===== src/rtl/writeback_stage.sv =====
// Writeback stage: retires ALU results directly, and performs loads through a
// single-word data memory read with lane extraction and sign/zero extension.
// All register-file and memory-request outputs come straight from flops.
module writeback_stage #(
  parameter int unsigned TIMEOUT_CYCLES = 255
) (
  input  logic        clk,
  input  logic        rst,
  input  logic        in_valid,
  output logic        in_ready,
  input  logic [4:0]  in_waddr,
  input  logic [31:0] in_wdata,
  input  logic        in_wren,
  input  logic        in_is_upper,
  input  logic        in_is_load,
  input  logic [1:0]  in_load_size,
  input  logic        in_load_unsigned,
  input  logic        in_jal,
  input  logic [31:0] in_link,
  output logic        mem_req,
  output logic [31:0] mem_addr,
  input  logic        mem_rvalid,
  input  logic [31:0] mem_rdata,
  output logic [4:0]  rf_waddr,
  output logic [31:0] rf_wdata,
  output logic        rf_wren,
  output logic        rf_is_upper,
  output logic        rf_jal_wren,
  output logic [31:0] rf_jal_data,
  output logic        pending_valid,
  output logic [4:0]  pending_waddr,
  output logic        err_timeout
);

  typedef enum logic [1:0] {IDLE, MEM_REQ, MEM_WAIT} state_e;

  localparam logic [7:0] TIMEOUT_CNT = 8'(TIMEOUT_CYCLES);

  state_e      state_q, state_d;
  logic [7:0]  cnt_q, cnt_d;

  // Context of the load in flight, captured at accept time.
  logic [4:0]  ld_waddr_q, ld_waddr_d;
  logic [1:0]  ld_off_q, ld_off_d;
  logic [1:0]  ld_size_q, ld_size_d;
  logic        ld_uns_q, ld_uns_d;
  logic        ld_wren_q, ld_wren_d;
  logic        ld_jal_q, ld_jal_d;
  logic [31:0] ld_link_q, ld_link_d;

  logic        mem_req_q, mem_req_d;
  logic [31:0] mem_addr_q, mem_addr_d;

  logic [4:0]  rf_waddr_q, rf_waddr_d;
  logic [31:0] rf_wdata_q, rf_wdata_d;
  logic        rf_wren_q, rf_wren_d;
  logic        rf_is_upper_q, rf_is_upper_d;
  logic        rf_jal_wren_q, rf_jal_wren_d;
  logic [31:0] rf_jal_data_q, rf_jal_data_d;

  logic        err_q, err_d;

  logic        load_done, load_timeout;

  // Select the addressed lane of a little-endian word and extend it to 32 bits.
  function automatic logic [31:0] extract(input logic [31:0] word,
                                          input logic [1:0]  off,
                                          input logic [1:0]  size,
                                          input logic        uns);
    logic [7:0]  b;
    logic [15:0] h;
    logic [31:0] r;
    b = 8'h00;
    h = 16'h0000;
    case (off)
      2'd0:    b = word[7:0];
      2'd1:    b = word[15:8];
      2'd2:    b = word[23:16];
      default: b = word[31:24];
    endcase
    h = off[1] ? word[31:16] : word[15:0];
    case (size)
      2'b00:   r = {{24{b[7] & ~uns}}, b};
      2'b01:   r = {{16{h[15] & ~uns}}, h};
      default: r = word;
    endcase
    return r;
  endfunction

  // Next-state, load bookkeeping and registered-output decode.
  always_comb begin
    // NOTE: every signal gets a default before the case so no path leaves one unassigned (no latches).
    state_d       = state_q;
    cnt_d         = cnt_q;
    ld_waddr_d    = ld_waddr_q;
    ld_off_d      = ld_off_q;
    ld_size_d     = ld_size_q;
    ld_uns_d      = ld_uns_q;
    ld_wren_d     = ld_wren_q;
    ld_jal_d      = ld_jal_q;
    ld_link_d     = ld_link_q;
    mem_req_d     = 1'b0;
    mem_addr_d    = '0;
    rf_waddr_d    = '0;
    rf_wdata_d    = '0;
    rf_wren_d     = 1'b0;
    rf_is_upper_d = 1'b0;
    rf_jal_wren_d = 1'b0;
    rf_jal_data_d = '0;
    err_d         = err_q;
    load_done     = 1'b0;
    load_timeout  = 1'b0;

    case (state_q)
      IDLE: begin
        if (in_valid) begin
          if (in_is_load) begin
            ld_waddr_d = in_waddr;
            ld_off_d   = in_wdata[1:0];
            ld_size_d  = in_load_size;
            ld_uns_d   = in_load_unsigned;
            ld_wren_d  = in_wren;
            ld_jal_d   = in_jal;
            ld_link_d  = in_link;
            mem_req_d  = 1'b1;
            mem_addr_d = {in_wdata[31:2], 2'b00};
            cnt_d      = '0;
            state_d    = MEM_REQ;
          end else begin
            rf_waddr_d    = in_waddr;
            rf_wdata_d    = in_wdata;
            rf_is_upper_d = in_is_upper;
            // The link write to r31 takes priority over a regular write to r31.
            rf_wren_d     = in_wren && (in_waddr != 5'd0) && !(in_jal && in_waddr == 5'd31);
            rf_jal_wren_d = in_jal;
            rf_jal_data_d = in_jal ? in_link : '0;
          end
        end
      end
      MEM_REQ: begin
        cnt_d = '0;
        if (mem_rvalid) begin
          load_done = 1'b1;
          state_d   = IDLE;
        end else begin
          state_d = MEM_WAIT;
        end
      end
      MEM_WAIT: begin
        if (mem_rvalid) begin
          load_done = 1'b1;
          cnt_d     = '0;
          state_d   = IDLE;
        end else if (cnt_q + 8'd1 >= TIMEOUT_CNT) begin
          load_timeout = 1'b1;
          err_d        = 1'b1;
          cnt_d        = '0;
          state_d      = IDLE;
        end else begin
          cnt_d = cnt_q + 8'd1;
        end
      end
      default: state_d = IDLE;
    endcase

    if (load_done) begin
      rf_waddr_d = ld_waddr_q;
      rf_wdata_d = extract(mem_rdata, ld_off_q, ld_size_q, ld_uns_q);
      rf_wren_d  = ld_wren_q && (ld_waddr_q != 5'd0) && !(ld_jal_q && ld_waddr_q == 5'd31);
    end
    // An abandoned load still delivers its link value in its writeback slot.
    if (load_done || load_timeout) begin
      rf_jal_wren_d = ld_jal_q;
      rf_jal_data_d = ld_jal_q ? ld_link_q : '0;
    end
  end

  // State and output registers; reset abandons any load in flight.
  always_ff @(posedge clk or posedge rst) begin
    if (rst) begin
      state_q       <= IDLE;
      cnt_q         <= '0;
      ld_waddr_q    <= '0;
      ld_off_q      <= '0;
      ld_size_q     <= '0;
      ld_uns_q      <= 1'b0;
      ld_wren_q     <= 1'b0;
      ld_jal_q      <= 1'b0;
      ld_link_q     <= '0;
      mem_req_q     <= 1'b0;
      mem_addr_q    <= '0;
      rf_waddr_q    <= '0;
      rf_wdata_q    <= '0;
      rf_wren_q     <= 1'b0;
      rf_is_upper_q <= 1'b0;
      rf_jal_wren_q <= 1'b0;
      rf_jal_data_q <= '0;
      err_q         <= 1'b0;
    end else begin
      // NOTE: non-blocking assignments so every flop samples pre-edge values.
      state_q       <= state_d;
      cnt_q         <= cnt_d;
      ld_waddr_q    <= ld_waddr_d;
      ld_off_q      <= ld_off_d;
      ld_size_q     <= ld_size_d;
      ld_uns_q      <= ld_uns_d;
      ld_wren_q     <= ld_wren_d;
      ld_jal_q      <= ld_jal_d;
      ld_link_q     <= ld_link_d;
      mem_req_q     <= mem_req_d;
      mem_addr_q    <= mem_addr_d;
      rf_waddr_q    <= rf_waddr_d;
      rf_wdata_q    <= rf_wdata_d;
      rf_wren_q     <= rf_wren_d;
      rf_is_upper_q <= rf_is_upper_d;
      rf_jal_wren_q <= rf_jal_wren_d;
      rf_jal_data_q <= rf_jal_data_d;
      err_q         <= err_d;
    end
  end

  assign in_ready      = (state_q == IDLE);
  assign pending_valid = (state_q != IDLE);
  assign pending_waddr = pending_valid ? ld_waddr_q : 5'd0;
  assign mem_req       = mem_req_q;
  assign mem_addr      = mem_addr_q;
  assign rf_waddr      = rf_waddr_q;
  assign rf_wdata      = rf_wdata_q;
  assign rf_wren       = rf_wren_q;
  assign rf_is_upper   = rf_is_upper_q;
  assign rf_jal_wren   = rf_jal_wren_q;
  assign rf_jal_data   = rf_jal_data_q;
  assign err_timeout   = err_q;

endmodule


===== config.mk =====
export PLATFORM = sky130hd
export DESIGN_NAME = writeback_stage
export DESIGN_NICKNAME = d
export VERILOG_FILES = /design/src/rtl/writeback_stage.sv
export SDC_FILE = /design/constraint.sdc
export NUM_CORES = 1
export LEC_CHECK = 0
export ABC_AREA = 1
export CORE_UTILIZATION = 46
export CTS_BUF_LIST = sky130_fd_sc_hd__clkbuf_8
export CTS_CLUSTER_SIZE = 30
export DETAILED_ROUTE_END_ITERATION = 8
export PLACE_DENSITY = 0.83
export SLEW_MARGIN = 10
export SYNTH_ARGS = -nofsm -noshare
export SYNTH_HDL_FRONTEND = slang
export SYNTH_SLANG_ARGS = --single-unit

===== constraint.sdc =====
create_clock -name clk -period 5.35 [get_ports clk]
set_input_delay 0.535 -clock clk [delete_from_list [all_inputs] [get_ports clk]]
set_output_delay 0.535 -clock clk [all_outputs]
set_load 0.05 [all_outputs]

Word level (Yosys, flattened, before mapping) --
Index checks and enable logic that the tools add are counted.
Storage, ports and cells: bits in registers 160, latch bits 0, RAM bits 0, ROM bits 0, output and inout port bits 113, logic and storage cells 107, memories kept 0
Operators by class: add/sub/neg operators 1, multiply operators 0, divide/modulo/power cells 0, order comparisons 1, eq/ne operators 10, shift-type cells 0, muxes and demuxes 52, bitwise operators 4, reductions and logical operators 21
Operators with widths (count):
- two-way mux 32 bit | 13
- case mux 32 bit (2 select lines) | 1
- case mux 8 bit (3 select lines) | 2
- two-way mux 8 bit | 5
- two-way mux 5 bit | 5
- two-way mux 1 bit | 19
- two-way mux 16 bit | 1
- AND reduction 3 bit | 4
- equality test 5 bit, second input constant | 2
- two-way mux 2 bit | 5
- nonzero test 5 bit | 2
- adder 8 x 1 -> 8 bit, second input constant | 1
- greater-or-equal comparator 8 bit, second input constant | 1
- equality test 2 x 1 -> 1 bit, second input constant | 3
- logical AND 1 bit | 6
- zero test 2 bit | 3
- case mux 2 bit (3 select lines) | 1
- equality test 2 bit, second input constant | 2
- != test 3 bit, second input constant | 1
- nonzero test 3 bit | 1
- AND 1 bit | 2
- zero test 1 bit | 2
- != test 2 x 1 -> 1 bit, second input constant | 1
- != test 2 bit, second input constant | 1
- 4 further kinds | 5

Longest topological paths before layout --
Gate-level depths: netlist of run 1.
depth after elaboration 8, mapped depth 12

Least setup slack after synthesis of run 1 --
No wires, ideal clock.
kind register to register, start point register state_q[0], end point register rf_jal_data_q[10] (netlist: rf_jal_data[10]), library setup time 0.065 ns, arrival time 2.209 ns, required time 5.285 ns, slack 3.076 ns, cell stages (with the launch flop) 11, path buffers 2, clock period less this slack 2.274 ns, path through dfrtp_1 inv_1 ha_1 buf_4 inv_2 nor3_4 nand2_4 nor2_4 buf_2 nand3_1 nand2_1
On the way: elaborated cells on any way between the ends 9, those cells by class eq/ne (2); mux (4); reduce/logical (3)
RTL lines:
- start, declared | RTL line 39 | state_e state_q, state_d;
- start signal, assigned | RTL line 201 | state_q <= state_d;
- zero test 2 bit
- net in_ready | RTL line 10 | output logic in_ready,
- two-way mux 32 bit | RTL line 114 | case (state_q)
- two-way mux 32 bit | RTL line 172 | if (load_done || load_timeout) begin
- net rf_jal_data_d[10] | RTL line 59 | logic [31:0] rf_jal_data_q, rf_jal_data_d;
- end signal, assigned | RTL line 217 | rf_jal_data_q <= rf_jal_data_d;
- end, declared | RTL line 59
The timed path passes the listed nets, and every way through them passes these cells. A chain may end at the register's enable or synchronous reset.

Worst setup path after layout of run 1 --
start point register state_q[0], end point register rf_jal_data_q[16] (netlist: rf_jal_data[16])
On the way: cells in the longest elaborated chain, start to end 5, elaborated cells on any way between the ends 9, those cells by class eq/ne (2); mux (4); reduce/logical (3)
Ends and longest elaborated chain (RTL line):
- equality test 2 bit or equality test 2 x 1 -> 1 bit (tied branches) | 114
- OR reduction 2 bit (no line)
- two-way mux 1 bit
- logical OR 1 bit | 172
- two-way mux 32 bit (*) | 172
- net rf_jal_data_d[16] | 59
Mark *: on every way through the listed nets, which the timed path passes. The rest lies on a longest branch.

==> results.toml, run 1 <==
[yosys]
yosysMostFrequentCell = "nand2_1"
synth_ff_type = "dfrtp_1"
synth_warnings = 0
synth_top_area_share_pct = 54.9
async_flop_share_pct = 100
synth_seq_cells = 158
synthesis.instances = 894
synth_area_per_cell_sq_um = 8.06
synth_cell_type_count = 34
ys_top_cells_by_count = "311 x nand2_1, 158 x dfrtp_1, 112 x inv_1, 68 x nand3_1, 51 x nor2_1"
synth-edff-count = 0
yosys.area.top_type = "dfrtp_1"
yosys-top-cells-area = "dfrtp_1 55%, nand2_1 16%, inv_1 5.8%, nand3_1 4.7%, o21ai_0 2.9%"
ys_seq_area_share_pct = 54.9
syn_area_sq_um = 7200

[drt]
vias = 6572
final_antenna_net_count = 0
firstDrtPassIters = 5
viasPerCell = 5.00
wl_per_cell_microns = 14.8
drt-initial-drc-count = 517
route.detailed.drc = 0
drt-met1-wl_microns = 7780
wl_met3_microns = 1800
top_layer_used = "met4"
wl_met2_microns = 9360
wirelength_microns = 19500

[clock_network]
cts_hold_buffers = 0
clk_latency_ns = 0.45
numClockSinks = 158
cts_tree = "yes"
htreeDepth = 4
postCtsSetupBuffers = 0
clkTransAtPathRegs_ns = 0.08
cts_resized = 0
clock_path_buffers = 2
cts_root_buffer = "clkbuf_8"
numCtsBuffers = 17

[sta]
finalSetupViolCount = 0
maxSlewHeadroom_pct = 22.2
finalCritPeriodShare_pct = 52.8
slew_viol_final = 0
max_freq_mhz = 354
fin_tns_setup_ns = 0
skew_ns = 0.0108
worst_slack_ns = 2.53
hold_violations = 0
period_needed_ns = 2.82
rsz0062_at_grt = "no"
tightest_slew_ns = 1.17

[worst_setup_path]
cp_top_family = "simple AND/OR/NAND/NOR gates"
crit_cells = 8
max_stage_delay_ns = 0.65
cp.arrival_ns = 3.21
required_ns = 5.73
path_cells = "inv_1 > ha_1 > inv_2 > nor3_4 > nand2_4 > nor2_4 > nand3_1 > nand2_1"
reg2reg_slack_ns = 2.53
cp_num_buf_inv = 2
critPathCapture = "rf_jal_data[16]$_DFF_PP0_"
rr_endpoint = "rf_jal_data[16]$_DFF_PP0_"
criticalPathCategory = "reg2reg"
critPathSlowestCell = "nor2_4"
rr_startpoint = "state_q[0]$_DFFE_PP0P_"
endpoint_kind = "flip-flop"
start_kind = "flip-flop"
crit_start = "state_q[0]$_DFFE_PP0P_"
reg2reg_depth = 8
cp_max_fo = 33

[floorplan]
die_y_microns = 127
std_cell_rows = 45
dieWidth_microns = 127
dieArea_sq_um = 16200
core_region_area_sq_um = 15300
ios = 225
start_util_pct = 47.2

[power]
power.switching_uw = 2310
pwr-share-clk_pct = 17.6
p_int_uw = 2760
p_sw_share_pct = 45.6
ir_worst_vdd_mv = 0.280
combPwrFrac_pct = 47.6
power_density_nw_per_um2 = 513
seq_power_share_pct = 34.8
cellLeakagePower_uw = 0.00506

[placement]
hpwlAfterDp_microns = 13500
gp_congestion = 0.896
dp.cells = 1282
numPortBuffers = 222
dp_slack_ns = 2.35

[final_layout]
fin_cells = 1314
n_antenna_cell = 0
nNetsFinal = 1208
syn_to_final_growth_pct = 37.4
drive_above_1_share_pct = 4.53

[worst_hold_path]
hold_class = "reg2reg"

[outcome]
status = "complete, no violations"

[grt]
grt.overflow.total = 0
grt_first_pass_wirelength_microns = 31500
antenna_found_initial = 0
grtUsageTotal_pct = 25.1
grt_max_degree = 124
first_global_vias = 6479

[run]
max_cap_viol_count = 0
## worst min path at each step
stage	start	end	slack, ns	depth (start not counted)
after detailed placement	err_timeout$_DFFE_PP0P_	err_timeout$_DFFE_PP0P_	0.46	2
after global routing	ld_link_q[15]$_DFFE_PP0P_	ld_link_q[15]$_DFFE_PP0P_	0.50	2
after CTS	ld_link_q[17]$_DFFE_PP0P_	ld_link_q[17]$_DFFE_PP0P_	0.48	2
final	ld_link_q[30]$_DFFE_PP0P_	ld_link_q[30]$_DFFE_PP0P_	0.47	2
after global placement	err_timeout$_DFFE_PP0P_	err_timeout$_DFFE_PP0P_	0.45	2
after floorplan	ld_link_q[0]$_DFFE_PP0P_	ld_link_q[0]$_DFFE_PP0P_	0.44	2
## metrics by stage
step	utilization (%)	power (uW)	cell area (sq um)	hold WS, ns
2_1_floorplan	-	3440	7210	0.442
3_3_place_gp	62.2	4150	9490	0.451
3_5_place_dp	62.2	4190	9490	0.458
4_1_cts	64.9	5090	9900	0.477
5_1_grt	64.9	5390	9900	0.497
6_report	64.9	5070	9900	0.472
## flip-flops by register name, indices dropped and copies added, names as in the netlist, 2 cells and up
name / cells
rf_waddr: 5
mem_addr: 30
ld_size_q: 2
rf_wdata: 32
cnt_q: 8
state_q: 2
ld_off_q: 2
ld_link_q: 32
ld_waddr_q: 5
rf_jal_data: 32
## power by group through the flow
stage               sequential, uW  clock [uW]  combinational, uW
finish                        1770         892               2410
detailed placement            1790           0               2410
CTS                           1770         908               2420
global route                  1810         957               2620
floorplan                     2330           0               1110
global placement              1780           0               2380
## cell type report
cell class | instances | area (sq um)
Fill cell | 1241 | 5360
Inverter | 117 | 444
Clock inverter | 11 | 116
Timing Repair Buffer | 225 | 2240
Sequential cell | 158 | 3950
Multi-Input combinational cell | 571 | 2580
Clock buffer | 21 | 289
Tap cell | 211 | 264
## routing by layer
layer,vias up,GRT usage [%]
met4,0,11.3
met3,42,8.38
li1,3161,-
met5,-,0
met2,317,41.2
met1,3052,30.1
## logic make-up (layout without fill, tap and decap cells)
logic type	count (synthesis)	in the layout	share of synthesized area (%)
adder cells (fa/ha/maj)	6	6	1.04
buffers and inverters	166	374	9.38
XOR/XNOR	1	1	0.122
AO/OA/AOI/OAI	109	109	8.49
AND/OR/NAND/NOR	453	453	26.0
other	1	2	0.0521
flip-flops	158	158	54.9
## worst register-to-register path: stages (launching register included)
cell and delay, ns:
dfrtp_1 0.41, inv_1 0.09, ha_1 0.36, inv_2 0.13
nor3_4 0.61, nand2_4 0.22, nor2_4 0.65, nand3_1 0.19
nand2_1 0.11
## layout by cell type (no fill, tap or decap), types with 2 or more instances in the layout
master           count
clkbuf_8            21
ha_1                 6
conb_1               2
a22oi_1              9
clkdlybuf4s50_1    222
o22ai_1             10
o21ai_1             11
inv_2                5
nand4_1              4
clkinv_2             2
a21oi_1             26
o211ai_1             6
dfrtp_1            158
nor2_1              51
nor2_2               2
nand2_4              2
nor3_1               8
buf_4                3
nor2_4               3
inv_1              113
o21ai_0             42
nand2_1            310
clkinvlp_4           4
bufinv_16            2
nand3_1             68
Power figures use the tool's default switching activity.
==> run 2: changes to the inputs <==
clock period = 2.75 ns   (was 5.35 ns; I/O delays follow)
==> run 2 against run 1 <==
  * Design area up 1.7%
  * Global-route usage up 0.26 points
  * Final cell count up 1.1%
  * Critical path depth down 4
  * First-iteration DRC count down 4.3%
  * Wire length up 1.3%
  * Non-clock buffer count up 14
  * Clock-buffer cell count down 3
  * Largest power group unchanged
  * Highest routed layer unchanged
==> results.toml, run 2 (same netlist as run 1, synthesis figures left out) <==
[clock_network]
cts_root_buffer = "clkbuf_8"
numCtsBuffers = 17
numClockSinks = 158
clk_latency_ns = 0.46
postCtsSetupBuffers = 0
clock_path_buffers = 2
cts_resized = 0
htreeDepth = 4
cts_tree = "yes"
clkTransAtPathRegs_ns = 0.09
cts_hold_buffers = 0

[power]
cellLeakagePower_uw = 0.00516
power_density_nw_per_um2 = 1010
ir_worst_vdd_mv = 0.502

[placement]
dp_slack_ns = 0.658
gp_congestion = 0.910
numPortBuffers = 222
hpwlAfterDp_microns = 14000
dp.cells = 1296

[drt]
wl_per_cell_microns = 14.9
viasPerCell = 4.97
wirelength_microns = 19700
firstDrtPassIters = 4
vias = 6602
final_antenna_net_count = 0
route.detailed.drc = 0
drt-initial-drc-count = 495

[worst_setup_path]
reg2reg_slack_ns = 0.63
start_kind = "flip-flop"
reg2reg_depth = 9
cp_max_fo = 9
rr_startpoint = "state_q[0]$_DFFE_PP0P_"
criticalPathCategory = "reg2out"
endpoint_kind = "primary output"
cp.arrival_ns = 2.24
required_ns = 2.48
rr_endpoint = "rf_jal_data[12]$_DFF_PP0_"

[sta]
period_needed_ns = 2.52
slew_viol_final = 0
hold_violations = 0
worst_slack_ns = 0.233
max_freq_mhz = 397
finalSetupViolCount = 0
fin_tns_setup_ns = 0
skew_ns = 0.0113
rsz0062_at_grt = "no"
finalCritPeriodShare_pct = 91.5
maxSlewHeadroom_pct = 61.5
tightest_slew_ns = 0.576

[grt]
first_global_vias = 6228
grt.overflow.total = 0
grt_max_degree = 82
antenna_found_initial = 0
grtUsageTotal_pct = 25.4
grt_first_pass_wirelength_microns = 31600

[floorplan]
dieWidth_microns = 127
ios = 225
std_cell_rows = 45
dieArea_sq_um = 16200
start_util_pct = 47.2
core_region_area_sq_um = 15300
die_y_microns = 127

[worst_hold_path]
hold_class = "in2async"

[outcome]
status = "complete, no violations"

[final_layout]
fin_cells = 1328
final_cell_mix = "310 x nand2_1, 222 x clkdlybuf4s50_1, 158 x dfrtp_1"
n_antenna_cell = 0
syn_to_final_growth_pct = 39.8
drive_above_1_share_pct = 5.73
final_common_cell = "nand2_1"
nNetsFinal = 1222

[run]
max_cap_viol_count = 0
==> run 2: cell count changes in the layout (fill, tap and decap cells not counted) <==
cell / change
bufinv_16: +2
clkbuf_8: -3
clkinvlp_4: -2
inv_6: +3
buf_12: +3
buf_4: +11
==> run 2: cell type report <==
| cell class | count | area, sq um |
|---|---|---|
| tap | 211 | 264 |
| clock inverter | 14 | 189 |
| multi-input combinational | 571 | 2580 |
| sequential | 158 | 3950 |
| fill | 1221 | 5190 |
| inverter | 117 | 443 |
| clock buffer | 18 | 248 |
| timing repair buffer | 239 | 2390 |
==> run 2: stage by stage <==
step	hold WS, ns	total power, uW	utilization, %	instance area, sq um
after detailed placement	0.458	8280	63.1	9630
after CTS	0.314	10200	66.0	10100
after global routing	0.325	10800	66.0	10100
after global placement	0.452	8190	63.1	9630
final	0.304	10200	66.0	10100
after floorplan	0.381	6690	-	7210
==> run 2: where the power goes <==
part	internal, uW	total, uW	leakage, uW	switching [uW]
sequential	2990	3300	0.00208	305
clock	1020	1910	0.000227	891
combinational	1560	4960	0.00285	3400
==> run 2: layer usage <==
metal | global-route usage, % | wire length, microns | up-vias
li1 | - | - | 3187
met1 | 31.3 | 7920 | 3086
met2 | 41.7 | 9570 | 298
met3 | 8.67 | 1840 | 31
met4 | 8.75 | 397 | 0
met5 | 0 | 0 | -
==> run 2: worst max-delay path by stage <==
| stage | from | end | cells past startpoint |
|---|---|---|---|
| finish | state_q[0]$_DFFE_PP0P_ | pending_valid | 4 |
| global route | state_q[1]$_DFFE_PP0P_ | pending_valid | 4 |
| CTS | state_q[0]$_DFFE_PP0P_ | pending_valid | 4 |
| detailed placement | state_q[0]$_DFFE_PP0P_ | rf_jal_data[12]$_DFF_PP0_ | 9 |
| global placement | state_q[0]$_DFFE_PP0P_ | rf_jal_data[22]$_DFF_PP0_ | 9 |
| floorplan | rst | cnt_q[0]$_DFFE_PP0P_ | 1 |
==> run 2: critical path, cell delays in order, from the launching register on <==
cell and delay (ns):
dfrtp_1 0.40, inv_1 0.08, ha_1 0.31, inv_2 0.16, clkdlybuf4s50_1 0.83
==> run 3: changes to the inputs <==
REMOVE_ABC_BUFFERS = 1   (was default)
==> run 3 against run 2 <==
  * Critical path type unchanged
  * Non-clock buffer count unchanged
  * Die area unchanged
  * Via count increased by 1.3%
  * Core utilization decreased by 0.27 points
  * Clock power decreased by 6%
  * Largest cell class unchanged
  * Power decreased by 1.3%
  * Worst setup slack improved by 0.031 ns
==> results.toml, run 3 (same netlist as run 1, synthesis figures left out) <==
[grt]
grtUsageTotal_pct = 25.7
antenna_found_initial = 0
first_global_vias = 6222
grt.overflow.total = 0
grt_first_pass_wirelength_microns = 32000
grt_max_degree = 71

[power]
cellLeakagePower_uw = 0.00514
power_density_nw_per_um2 = 1000
ir_worst_vdd_mv = 0.474

[clock_network]
numCtsBuffers = 17
numClockSinks = 158
htreeDepth = 4
clock_path_buffers = 2
cts_resized = 0
postCtsSetupBuffers = 0
clk_latency_ns = 0.44
clkTransAtPathRegs_ns = 0.09
cts_hold_buffers = 0
cts_root_buffer = "clkbuf_8"
cts_tree = "yes"

[sta]
maxSlewHeadroom_pct = 55.4
worst_slack_ns = 0.264
max_freq_mhz = 402
tightest_slew_ns = 0.669
finalCritPeriodShare_pct = 90.4
finalSetupViolCount = 0
rsz0062_at_grt = "no"
slew_viol_final = 0
hold_violations = 0
period_needed_ns = 2.49
skew_ns = 0.00993

[floorplan]
dieWidth_microns = 127
std_cell_rows = 45
die_y_microns = 127
ios = 225
start_util_pct = 47.2
core_region_area_sq_um = 15300
dieArea_sq_um = 16200

[placement]
hpwlAfterDp_microns = 13800
dp_slack_ns = 0.677
gp_congestion = 0.884
dpl-instance-area_sq_um = 9620
numPortBuffers = 222

[final_layout]
post-route-util_pct = 65.7
fillers = 1245
n_antenna_cell = 0
drive_above_1_share_pct = 5.73
final_common_cell = "nand2_1"
fin_area_sq_um = 10000
nNetsFinal = 1222
syn_to_final_growth_pct = 39.2
final_cell_mix = "310 x nand2_1, 222 x clkdlybuf4s50_1, 158 x dfrtp_1"

[drt]
final_antenna_net_count = 0
drt-initial-drc-count = 574
firstDrtPassIters = 5
route.detailed.drc = 0
vias = 6687
wl_per_cell_microns = 15.1
viasPerCell = 5.04
wirelength_microns = 20000

[worst_setup_path]
endpoint_kind = "primary output"
required_ns = 2.48
cp_max_fo = 9
reg2reg_depth = 9
rr_endpoint = "rf_jal_data[28]$_DFF_PP0_"
reg2reg_slack_ns = 0.64
max_stage_delay_ns = 0.83
critPathSlowestCell = "clkdlybuf4s50_1"
rr_startpoint = "state_q[0]$_DFFE_PP0P_"
cp.arrival_ns = 2.21
path_cells = "inv_1 > ha_1 > nor2_1 > clkdlybuf4s50_1"
criticalPathCategory = "reg2out"
start_kind = "flip-flop"

[worst_hold_path]
hold_class = "in2async"

[outcome]
status = "complete, no violations"

[run]
max_cap_viol_count = 0
==> run 3: critical path, delay by kind of cell, from the launching register on <==
kind	cells	cell delay, ns
adders and majority gates	1	0.31
buffers and inverters	2	0.91
DFF	1	0.41
and+or+nand+nor	1	0.15
==> run 3: power breakdown <==
| part | internal [uW] | switching [uW] |
|---|---|---|
| Clock | 932 | 856 |
| Sequential | 3000 | 352 |
| Combinational | 1540 | 3350 |
==> run 3: final cells by class <==
| type | instances | area, sq um | area share [%] |
|---|---|---|---|
| flip-flops and latches | 158 | 3950 | 39.4 |
| multi-input cells | 571 | 2580 | 25.8 |
| repair buffers | 239 | 2370 | 23.7 |
| inverters | 117 | 444 | 4.43 |
| well taps | 211 | 264 | 2.63 |
| clock buffers | 19 | 262 | 2.61 |
| clock inverters | 12 | 145 | 1.45 |
==> run 3: metal layers <==
layer  routed length, microns  track usage (%)  part of all wire, %  vias up
met4                      557             10.7                  2.8        0
li1                         -                -                    -     3193
met5                        0                0                    0        -
met2                     9640             42.7                   48      283
met3                     1340             5.61                  6.7       45
met1                     8450             32.6                   42     3166
==> run 3: worst max path at each step <==
stage,startpoint,to,slack (ns),cells after the start
after floorplan,rst,cnt_q[0]$_DFFE_PP0P_,-1.79,1
after global placement,state_q[0]$_DFFE_PP0P_,rf_wdata[21]$_DFF_PP0_,0.71,9
after detailed placement,state_q[0]$_DFFE_PP0P_,rf_jal_data[28]$_DFF_PP0_,0.68,9
after CTS,state_q[0]$_DFFE_PP0P_,pending_valid,0.24,4
after global routing,state_q[0]$_DFFE_PP0P_,pending_valid,0.18,4
final,state_q[0]$_DFFE_PP0P_,pending_waddr[1],0.26,4
==> run 3: metrics by stage <==
stage	hold slack (ns)	instances	total power, uW	TNS [ns]
after detailed placement	0.458	1296	8280	0
after floorplan	0.381	846	6510	-325.57
after global routing	0.327	1327	10600	0
after global placement	0.453	1296	8180	0
after CTS	0.310	1327	10100	0
final	0.296	1327	10000	0
